$ cat src/rtl/div_share_ctrl_if.sv
// Requester-side bundle for the shared divider controller.
// master = requester side, slave = controller side.
interface div_share_ctrl_if #(
  parameter int NUM_REQ = 4,
  parameter int WIDTHN  = 32,
  parameter int WIDTHD  = 16
);
  logic [NUM_REQ-1:0]        req_valid;
  logic [NUM_REQ-1:0]        req_ready;
  logic [NUM_REQ*WIDTHN-1:0] req_numer;
  logic [NUM_REQ*WIDTHD-1:0] req_denom;
  logic [NUM_REQ-1:0]        resp_valid;
  logic [NUM_REQ-1:0]        resp_ready;
  logic [WIDTHN-1:0]         resp_quotient;
  logic [WIDTHD-1:0]         resp_remain;
  logic                      resp_dbz;

  modport master (
    output req_valid,
    output req_numer,
    output req_denom,
    output resp_ready,
    input  req_ready,
    input  resp_valid,
    input  resp_quotient,
    input  resp_remain,
    input  resp_dbz
  );

  modport slave (
    input  req_valid,
    input  req_numer,
    input  req_denom,
    input  resp_ready,
    output req_ready,
    output resp_valid,
    output resp_quotient,
    output resp_remain,
    output resp_dbz
  );
endinterface

$ cat src/rtl/div_share_ctrl.sv
// Round-robin share controller for one pipelined divider.
// Tags ride a shadow pipeline to route each result home.
module div_share_ctrl #(
  parameter int NUM_REQ = 4,
  parameter int WIDTHN  = 32,
  parameter int WIDTHD  = 16,
  parameter int PIPE    = 4
) (
  input  logic              i_clock,
  input  logic              i_aclr,
  div_share_ctrl_if.slave   bus,
  output logic [WIDTHN-1:0] div_numer,
  output logic [WIDTHD-1:0] div_denom,
  output logic              div_clken,
  input  logic [WIDTHN-1:0] div_quotient,
  input  logic [WIDTHD-1:0] div_remain,
  output logic              busy
);

  localparam int IDW =
    (NUM_REQ > 1) ? $clog2(NUM_REQ) : 1;

  typedef logic [IDW-1:0] id_t;

  typedef struct packed {
    logic              v;
    id_t               id;
    logic              dbz;
    logic [WIDTHD-1:0] lo;
  } tag_t;

  tag_t              tag_q [PIPE];
  tag_t              tag_d;
  tag_t              tail;
  id_t               last_q;
  id_t               gnt_id;
  id_t               cand;
  logic              gnt_any;
  logic              stall;
  logic              xfer;
  logic              dz;
  logic [WIDTHN-1:0] sel_numer;
  logic [WIDTHD-1:0] sel_denom;
  logic [PIPE-1:0]   vld;

  assign tail = tag_q[PIPE-1];

  // Stall holds the tail result until its owner takes it.
  assign stall =
    tail.v & ~bus.resp_ready[tail.id];

  // Reset forces the enable so the divider flushes.
  assign div_clken = i_aclr | ~stall;

  always_comb begin
    gnt_any = 1'b0;
    gnt_id  = '0;
    cand    = '0;
    for (int k = 1; k <= NUM_REQ; k++) begin
      cand = id_t'((int'(last_q) + k) % NUM_REQ);
      if (!gnt_any && bus.req_valid[cand]) begin
        gnt_any = 1'b1;
        gnt_id  = cand;
      end
    end
  end

  assign sel_numer =
    bus.req_numer[int'(gnt_id)*WIDTHN +: WIDTHN];
  assign sel_denom =
    bus.req_denom[int'(gnt_id)*WIDTHD +: WIDTHD];
  assign dz = (sel_denom == '0);

  assign xfer = gnt_any & div_clken & ~i_aclr;

  always_comb begin
    bus.req_ready = '0;
    if (xfer) bus.req_ready[gnt_id] = 1'b1;
  end

  // Zero divisors are swapped for one; the tag
  // carries the real answer around the divider.
  always_comb begin
    div_numer = '0;
    div_denom = '0;
    if (gnt_any) begin
      div_numer = sel_numer;
      div_denom = dz ? WIDTHD'(1) : sel_denom;
    end
  end

  always_comb begin
    tag_d     = '0;
    tag_d.v   = xfer;
    tag_d.id  = gnt_id;
    tag_d.dbz = dz;
    tag_d.lo  = sel_numer[WIDTHD-1:0];
  end

  always_ff @(posedge i_clock) begin
    if (i_aclr) begin
      last_q <= id_t'(NUM_REQ - 1);
      for (int i = 0; i < PIPE; i++)
        tag_q[i].v <= 1'b0;
    end else if (div_clken) begin
      tag_q[0] <= tag_d;
      for (int i = 1; i < PIPE; i++)
        tag_q[i] <= tag_q[i-1];
      if (xfer) last_q <= gnt_id;
    end
  end

  always_comb begin
    bus.resp_valid = '0;
    if (tail.v && !i_aclr)
      bus.resp_valid[tail.id] = 1'b1;
  end

  always_comb begin
    bus.resp_quotient = div_quotient;
    bus.resp_remain   = div_remain;
    bus.resp_dbz      = tail.v & tail.dbz;
    if (tail.dbz) begin
      bus.resp_quotient = '1;
      bus.resp_remain   = tail.lo;
    end
  end

  always_comb begin
    vld = '0;
    for (int i = 0; i < PIPE; i++)
      vld[i] = tag_q[i].v;
  end

  assign busy = |vld;

endmodule

$ cat src/flat_wrapper.sv
// flat-port wrapper written by rule: the top's interface ports become plain ports
module div_share_ctrl_flat 
#(
  parameter int NUM_REQ = 4,
  parameter int WIDTHN  = 32,
  parameter int WIDTHD  = 16,
  parameter int PIPE    = 4
)
  (i_clock, i_aclr, div_numer, div_denom, div_clken, div_quotient, div_remain, busy, bus_req_valid, bus_req_numer, bus_req_denom, bus_resp_ready, bus_req_ready, bus_resp_valid, bus_resp_quotient, bus_resp_remain, bus_resp_dbz);
  div_share_ctrl_if #(.NUM_REQ(NUM_REQ), .WIDTHN(WIDTHN), .WIDTHD(WIDTHD)) bus_i ();
  input  logic i_clock;
  input  logic i_aclr;
  output logic [WIDTHN-1:0] div_numer;
  output logic [WIDTHD-1:0] div_denom;
  output logic div_clken;
  input  logic [WIDTHN-1:0] div_quotient;
  input  logic [WIDTHD-1:0] div_remain;
  output logic busy;
  input wire logic [$bits(bus_i.req_valid)-1:0] bus_req_valid;
  input wire logic [$bits(bus_i.req_numer)-1:0] bus_req_numer;
  input wire logic [$bits(bus_i.req_denom)-1:0] bus_req_denom;
  input wire logic [$bits(bus_i.resp_ready)-1:0] bus_resp_ready;
  output wire logic [$bits(bus_i.req_ready)-1:0] bus_req_ready;
  output wire logic [$bits(bus_i.resp_valid)-1:0] bus_resp_valid;
  output wire logic [$bits(bus_i.resp_quotient)-1:0] bus_resp_quotient;
  output wire logic [$bits(bus_i.resp_remain)-1:0] bus_resp_remain;
  output wire logic [$bits(bus_i.resp_dbz)-1:0] bus_resp_dbz;
  assign bus_i.req_valid = bus_req_valid;
  assign bus_i.req_numer = bus_req_numer;
  assign bus_i.req_denom = bus_req_denom;
  assign bus_i.resp_ready = bus_resp_ready;
  assign bus_req_ready = bus_i.req_ready;
  assign bus_resp_valid = bus_i.resp_valid;
  assign bus_resp_quotient = bus_i.resp_quotient;
  assign bus_resp_remain = bus_i.resp_remain;
  assign bus_resp_dbz = bus_i.resp_dbz;
  div_share_ctrl #(.NUM_REQ(NUM_REQ), .WIDTHN(WIDTHN), .WIDTHD(WIDTHD), .PIPE(PIPE)) u_core (.i_clock(i_clock), .i_aclr(i_aclr), .bus(bus_i), .div_numer(div_numer), .div_denom(div_denom), .div_clken(div_clken), .div_quotient(div_quotient), .div_remain(div_remain), .busy(busy));
endmodule
$ cat config.mk
export PLATFORM = sky130hd
export DESIGN_NAME = div_share_ctrl_flat
export DESIGN_NICKNAME = d
export VERILOG_FILES = /design/src/rtl/div_share_ctrl_if.sv /design/src/rtl/div_share_ctrl.sv /design/src/flat_wrapper.sv
export SDC_FILE = /design/constraint.sdc
export NUM_CORES = 1
export LEC_CHECK = 0
export CORE_AREA = 8 8 131 133
export DETAILED_ROUTE_END_ITERATION = 8
export DIE_AREA = 0 0 139 141
export PLACE_DENSITY = 0.78
export SYNTH_ARGS = -nofsm -noshare
export SYNTH_HDL_FRONTEND = slang
export SYNTH_SLANG_ARGS = --single-unit
$ cat constraint.sdc
create_clock -name i_clock -period 8 [get_ports i_clock]
set_input_delay 0.8 -clock i_clock [delete_from_list [all_inputs] [get_ports i_clock]]
set_output_delay 0.8 -clock i_clock [all_outputs]
set_load 0.01 [all_outputs]
## Yosys cells after proc, flatten, opt, wreduce, memory -nomap -nowiden

Memories as Yosys holds them, arrays and structs flattened.
Index checks and enable logic that the tools add are counted.

- Word-level logic and storage cells: 79
- Input bits: 250
- Flip-flop bits (word level): 2
- Output and inout bits: 107
- Memories kept: 1
- Bits in writable memories: 80

Memory list:

| memory | words | width | rd ports | clocked after Yosys merged registers in | write ports | line | text |
|---|---|---|---|---|---|---|---|
| u_core.tag_q | 4 | 20 | 4 | 0 | 4 | div_share_ctrl.sv:32 | `tag_t tag_q [PIPE];` |

- Reductions and logical operators: 13
- Bitwise operators: 12
- Order comparisons: 8
- Shift-type cells: 2
- Muxes and demuxes: 38
- $add $sub $neg: 4

Operators by type and width:

| kind | count |
|---|---|
| variable part select 128 x 8 -> 32 bit | 1 |
| two-way mux 32 bit | 2 |
| variable part select 64 x 7 -> 16 bit | 1 |
| two-way mux 16 bit | 3 |
| two-way mux 1 bit | 20 |
| < comparator 2 x 3 -> 1 bit (second input constant) | 6 |
| zero test 16 bit | 1 |
| binary-select mux 1 bit (select 2 bit) | 5 |
| two-way mux 2 bit | 4 |
| two-way mux 4 bit | 2 |
| logical AND 1 bit | 6 |
| bitwise OR 1 bit | 5 |
| adder 2 x 1 -> 2 bit (second input constant) | 2 |
| adder 2 bit (second input constant) | 2 |
| AND 1 bit | 4 |
| demux 1 bit (select 2 bit) | 2 |
| >= comparator 2 x 1 -> 1 bit (second input constant) | 2 |
| zero test 1 bit | 4 |
| OR reduction 4 bit | 1 |
| inverter 1 bit | 3 |
| AND reduction 2 bit | 1 |

## Depth between registers and ports, before layout

- Word-level depth: 18
- Depth in mapped cells: 12
- Mapped depth without buffers: 9

## Worst setup path after synthesis

No wires, ideal clock.

- Path kind: input-to-output
- Start: input bus_resp_ready[1]
- End: output bus_req_ready[0]
- Data arrival time: 5948 ps
- Path buffers: 0
- Stages on the path: 5
- Required time: 7200 ps
- Slack: 1252 ps
- Cell sequence: mux4_2 inv_1 a21oi_1 nand2_1 nor3_1

- Longest elaborated chain between the ends: 9

RTL lines:

| what | line | text |
|---|---|---|
| start, declared | flat_wrapper.sv:22 | `input wire logic [$bits(bus_i.resp_ready)-1:0] bus_resp_ready;` |
| binary-select mux 1 bit (select 2 bit) | div_share_ctrl.sv:50 | `tail.v & ~bus.resp_ready[tail.id];` |
| two-way mux 1 bit (not written as such) | div_share_ctrl.sv:50 |  |
| inverter 1 bit | div_share_ctrl.sv:50 |  |
| AND 1 bit | div_share_ctrl.sv:50 |  |
| inverter 1 bit | div_share_ctrl.sv:53 | `assign div_clken = i_aclr \| ~stall;` |
| bitwise OR 1 bit | div_share_ctrl.sv:53 |  |
| AND 1 bit (2 in series) | div_share_ctrl.sv:74 | `assign xfer = gnt_any & div_clken & ~i_aclr;` |
| two-way mux 4 bit | div_share_ctrl.sv:78 | `if (xfer) bus.req_ready[gnt_id] = 1'b1;` |
| end, declared | flat_wrapper.sv:23 | `output wire logic [$bits(bus_i.req_ready)-1:0] bus_req_ready;` |

Every way passes these cells. The select of a mux whose other input is x is not followed.

## Worst setup path after layout

- Start: input bus_req_valid[3]
- End: output div_denom[14]

- Longest elaborated chain between the ends: 16
- Elaborated cells between the ends (all ways): 26
- Classes of those cells: shift: 1; mux: 18; reduce/logical: 7

RTL lines:

| what | line | text |
|---|---|---|
| start, declared | flat_wrapper.sv:19 | `input wire logic [$bits(bus_i.req_valid)-1:0] bus_req_valid;` |
| binary-select mux 1 bit (select 2 bit) | div_share_ctrl.sv:61 | `if (!gnt_any && bus.req_valid[cand]) begin` |
| two-way mux 1 bit (not written as such) | div_share_ctrl.sv:61 |  |
| two-way mux 1 bit | div_share_ctrl.sv:61 |  |
| zero test 1 bit | div_share_ctrl.sv:61 |  |
| logical AND 1 bit | div_share_ctrl.sv:61 |  |
| two-way mux 1 bit | div_share_ctrl.sv:61 |  |
| zero test 1 bit | div_share_ctrl.sv:61 |  |
| logical AND 1 bit | div_share_ctrl.sv:61 |  |
| two-way mux 1 bit | div_share_ctrl.sv:61 |  |
| zero test 1 bit | div_share_ctrl.sv:61 |  |
| logical AND 1 bit | div_share_ctrl.sv:61 |  |
| two-way mux 2 bit | div_share_ctrl.sv:61 |  |
| variable part select 64 x 7 -> 16 bit | div_share_ctrl.sv:71 | `bus.req_denom[int'(gnt_id)*WIDTHD +: WIDTHD];` |
| zero test 16 bit | div_share_ctrl.sv:72 | `assign dz = (sel_denom == '0);` |
| two-way mux 16 bit | div_share_ctrl.sv:88 | `div_denom = dz ? WIDTHD'(1) : sel_denom;` |
| two-way mux 16 bit (*) | div_share_ctrl.sv:86 | `if (gnt_any) begin` |
| end, declared | flat_wrapper.sv:14 | `output logic [WIDTHD-1:0] div_denom;` |

Every way passes the cells marked *; elsewhere a longest branch is shown, timed or not. The select of a mux whose other input is x is not followed.

==> reports/summary.md <==
Sorting the synthesized cells by how often they occur yields edfxtp_1 (80), nand2_1 (72), and2_1 (54). The worst setup path is captured at an output pin. The number of warnings reported in the yosys synthesis log was 0. For the worst-skew pair, the clock arrives at the later sink with an insertion delay of 0.32 ns.

The final critical path takes up 75.67% of the cycle. Setup repair after global routing left no endpoint under its margin. At the pin with the least slew margin, the transition time is 1.164 ns. Among all cell types in the netlist, the one instantiated most often is edfxtp_1. The number of hold buffers added after CTS was 0.

Dividing the detail-routed wire length by the instance count gives 20.26 um. The number of enable flip-flop cells after synthesis is 80. The first routing iteration left 238 violations. The number of antenna violations at the first check in global routing is 3, and the die width is 139 um.

For this run, design rule violations remaining after detail routing come to 0. For this design the static power due to leakage is 0.003395 uW. The first global-routing pass estimated 30650 um of wire. The maximum clock frequency was 165.2 MHz; the clock period minus final worst setup slack was 6.053 ns. The net count after synthesis was 734. The number of hold-slack violations in the final timing report was 0; the number of primary I/O pins was 357. The tool flagged a number of max-cap violations equal to 0. Of all nets on the critical path, the largest fanout is 51. The required time of the worst setup path was 7.20 ns; the number of standard-cell rows in the floorplan was 45. The logs give 484 for the post-synthesis instance total and 9 for the total CTS buffers. The overall power consumption is 1582 uW.

The most used flip-flop cell after synthesis is edfxtp_1. The standard cell core area is 0.01498 sq mm, and the maximum number of pins on one net before global-route repair is 81. No sink is reached through more buffers than the 2 on the longest clock path. The run finished with clean final reports. The tools report the number of post-CTS setup repair buffers as 0. From bottom edge to top edge, the die measures 141 um.

The die footprint was 0.01960 sq mm; the via count of the first global-routing pass was 5504. Worst supply voltage drop on vdd: 94.24 uV. Summed over all nets, the half-perimeter wirelength after detailed placement is 16860 um. CTS placed an instance of clkbuf_16 at the clock tree root.

The count of distinct cell types in the synthesized netlist is 33. The share of the synthesized area in the top cell type is 47.63%, and the data arrival time of the critical path is 5.25 ns. TritonCTS built the clock tree. For the headroom to the max-slew limit, the log shows 22.42%. The tools report the startpoint type of the worst setup path as an input pin. The synthesized design spends more area on one cell type than any other, namely edfxtp_1. Setup violations remaining at the end of the flow were counted as 0. Via count: 5160.

The cell area that synthesis handed to floorplanning was 0.005044 sq mm. The worst setup path is of the input pin to output pin kind. For the starting density of the core, the log shows 33.68%.

In this run the power density over the cells is 175.8 mW/mm^2. In this run the mean area of a mapped cell was 10.42 sq um. The number of gates resized after cts is 0, and the total global routing overflow is 0. In this run the worst hold path is classified as register to register.

After routing, the total negative slack on setup checks comes to 0 ns. The clock transition at the register clock pins on the worst setup and hold paths after CTS is 0.05 ns. The weighted congestion at the end of routability-driven global placement is 0.8502.

The run gives 0 as the number of pins exceeding their max-slew limit in the final report. Summed over all layers, the routed wires come to 20550 um. The fraction of final layout cells with drive strength greater than 1 is 8.881%.

Port buffering added 356 buffers. The number of flip-flops and latches in the synthesized netlist was 82. In the routed layout, each cell is associated on average with a via count of 5.089.

The run gives 0.002638 ns as the post-route clock skew. Ranked by total cell area, the synthesized netlist is headed by edfxtp_1 (48%), mux2i_1 (9.5%), and2_1 (6.7%). Compared with the post-synthesis result, the final layout area differs by 78.42%. Counting flops with an async set or reset pin after synthesis yields a share of 0%. The run gives 5 as the first-pass iteration count of the detailed router.

The detail route stage leaves a number of antenna-violating nets equal to 0. The logs give 82 for the total clock sinks and 3 for the total number of H-tree levels. The run gives 19.89% as the global-route usage over all layers.

After the last flow step, the layout net total stands at 1068. After synthesis, flip-flops and latches occupy 48.42% of the total area.
## cells by family (layout without fill, tap and decap cells)
logic type             after synthesis  after routing  share of synthesized area [%]
AND/OR/NAND/NOR                    243            243                          26.05
flip-flops                          82             82                          48.42
multiplexers                        65             65                          13.54
AO/OA/AOI/OAI                       51             51                          7.864
buffers and inverters               43            381                          4.118
other                                0              4                              0
## layout by cell type (no fill, tap or decap), types with 3 or more instances in the layout
cell type and count:
clkdlybuf4s50_1 356, edfxtp_1 80, nand2_1 72, and2_1 54, mux2i_1 48, or2_2 32
a221oi_1 32, nand3_1 32, and3_1 17, nor3b_1 16, mux2_2 16, o22ai_1 9
clkbuf_16 9, nor2_1 8, buf_4 5, diode_2 4, nor2b_1 3, o21ai_0 3
## stage by stage
step | util, % | hold WS (ns) | cell area (sq um) | worst slack [ns] | instances
2_1_floorplan | - | 0.4003 | 5044 | 1.252 | 484
3_3_place_gp | 58.09 | 0.4024 | 8700 | 2.109 | 994
3_5_place_dp | 58.09 | 0.4045 | 8700 | 2.049 | 994
4_1_cts | 59.83 | 0.4167 | 8961 | 2.046 | 1009
5_1_grt | 60.08 | 0.4178 | 8999 | 1.763 | 1014
6_report | 60.08 | 0.4136 | 8999 | 1.947 | 1014
## report_power, final
part           switching [uW]  internal (uW)  leakage [uW]
sequential               15.2            532      0.000806
combinational             309            374       0.00247
clock                     145            207      0.000124
total                     469           1110       0.00340
## routing by layer
| metal | wire (um) | global-route usage (%) | up-vias | part of all wire, % |
|---|---|---|---|---|
| met1 | 7243 | 18.61 | 2410 | 35 |
| met2 | 10840 | 38.04 | 283 | 53 |
| met3 | 1839 | 7.157 | 28 | 9.0 |
| met5 | 0 | 0 | - | 0 |
| li1 | - | - | 2439 | - |
| met4 | 624 | 9.185 | 0 | 3.0 |
## worst paths after layout
check	startpoint	endpoint	cells after the start	slack (ns)
hold / removal	u_core.tag_q[2][14]	u_core.tag_q[3][14]	0	0.41
setup reg to reg	u_core.last_q[0]	u_core.tag_q[0][16]	9	4.98
setup / recovery	bus_req_valid[3]	div_denom[14]	12	1.95
hold reg to reg	u_core.tag_q[2][14]	u_core.tag_q[3][14]	0	0.41
## cell type report
class                      instances  area, sq um
multi-input combinational        359         2406
tap                              188        235.2
fill                            1202         5978
antenna                            4        10.01
timing repair buffer             362         3628
sequential                        82         2442
inverter                           4        15.01
clock buffer                      10        229.0
clock inverter                     5        32.53
## critical path, cell delays in order
cell and delay, ns:
clkdlybuf4s50_1 0.54, nor2b_1 0.20, nor2_1 0.07, a21o_1 0.18, buf_4 0.25, inv_2 0.80
a221oi_1 0.15, o22ai_1 0.33, nor4_2 0.07, a21boi_1 0.74, nor3b_1 0.44, clkdlybuf4s50_1 0.63
## registers in the layout, summed over array words and instances (netlist names)
signal / flops
u_core.last_q: 2
u_core.tag_q: 80
(Power assumes the default switching activity.)
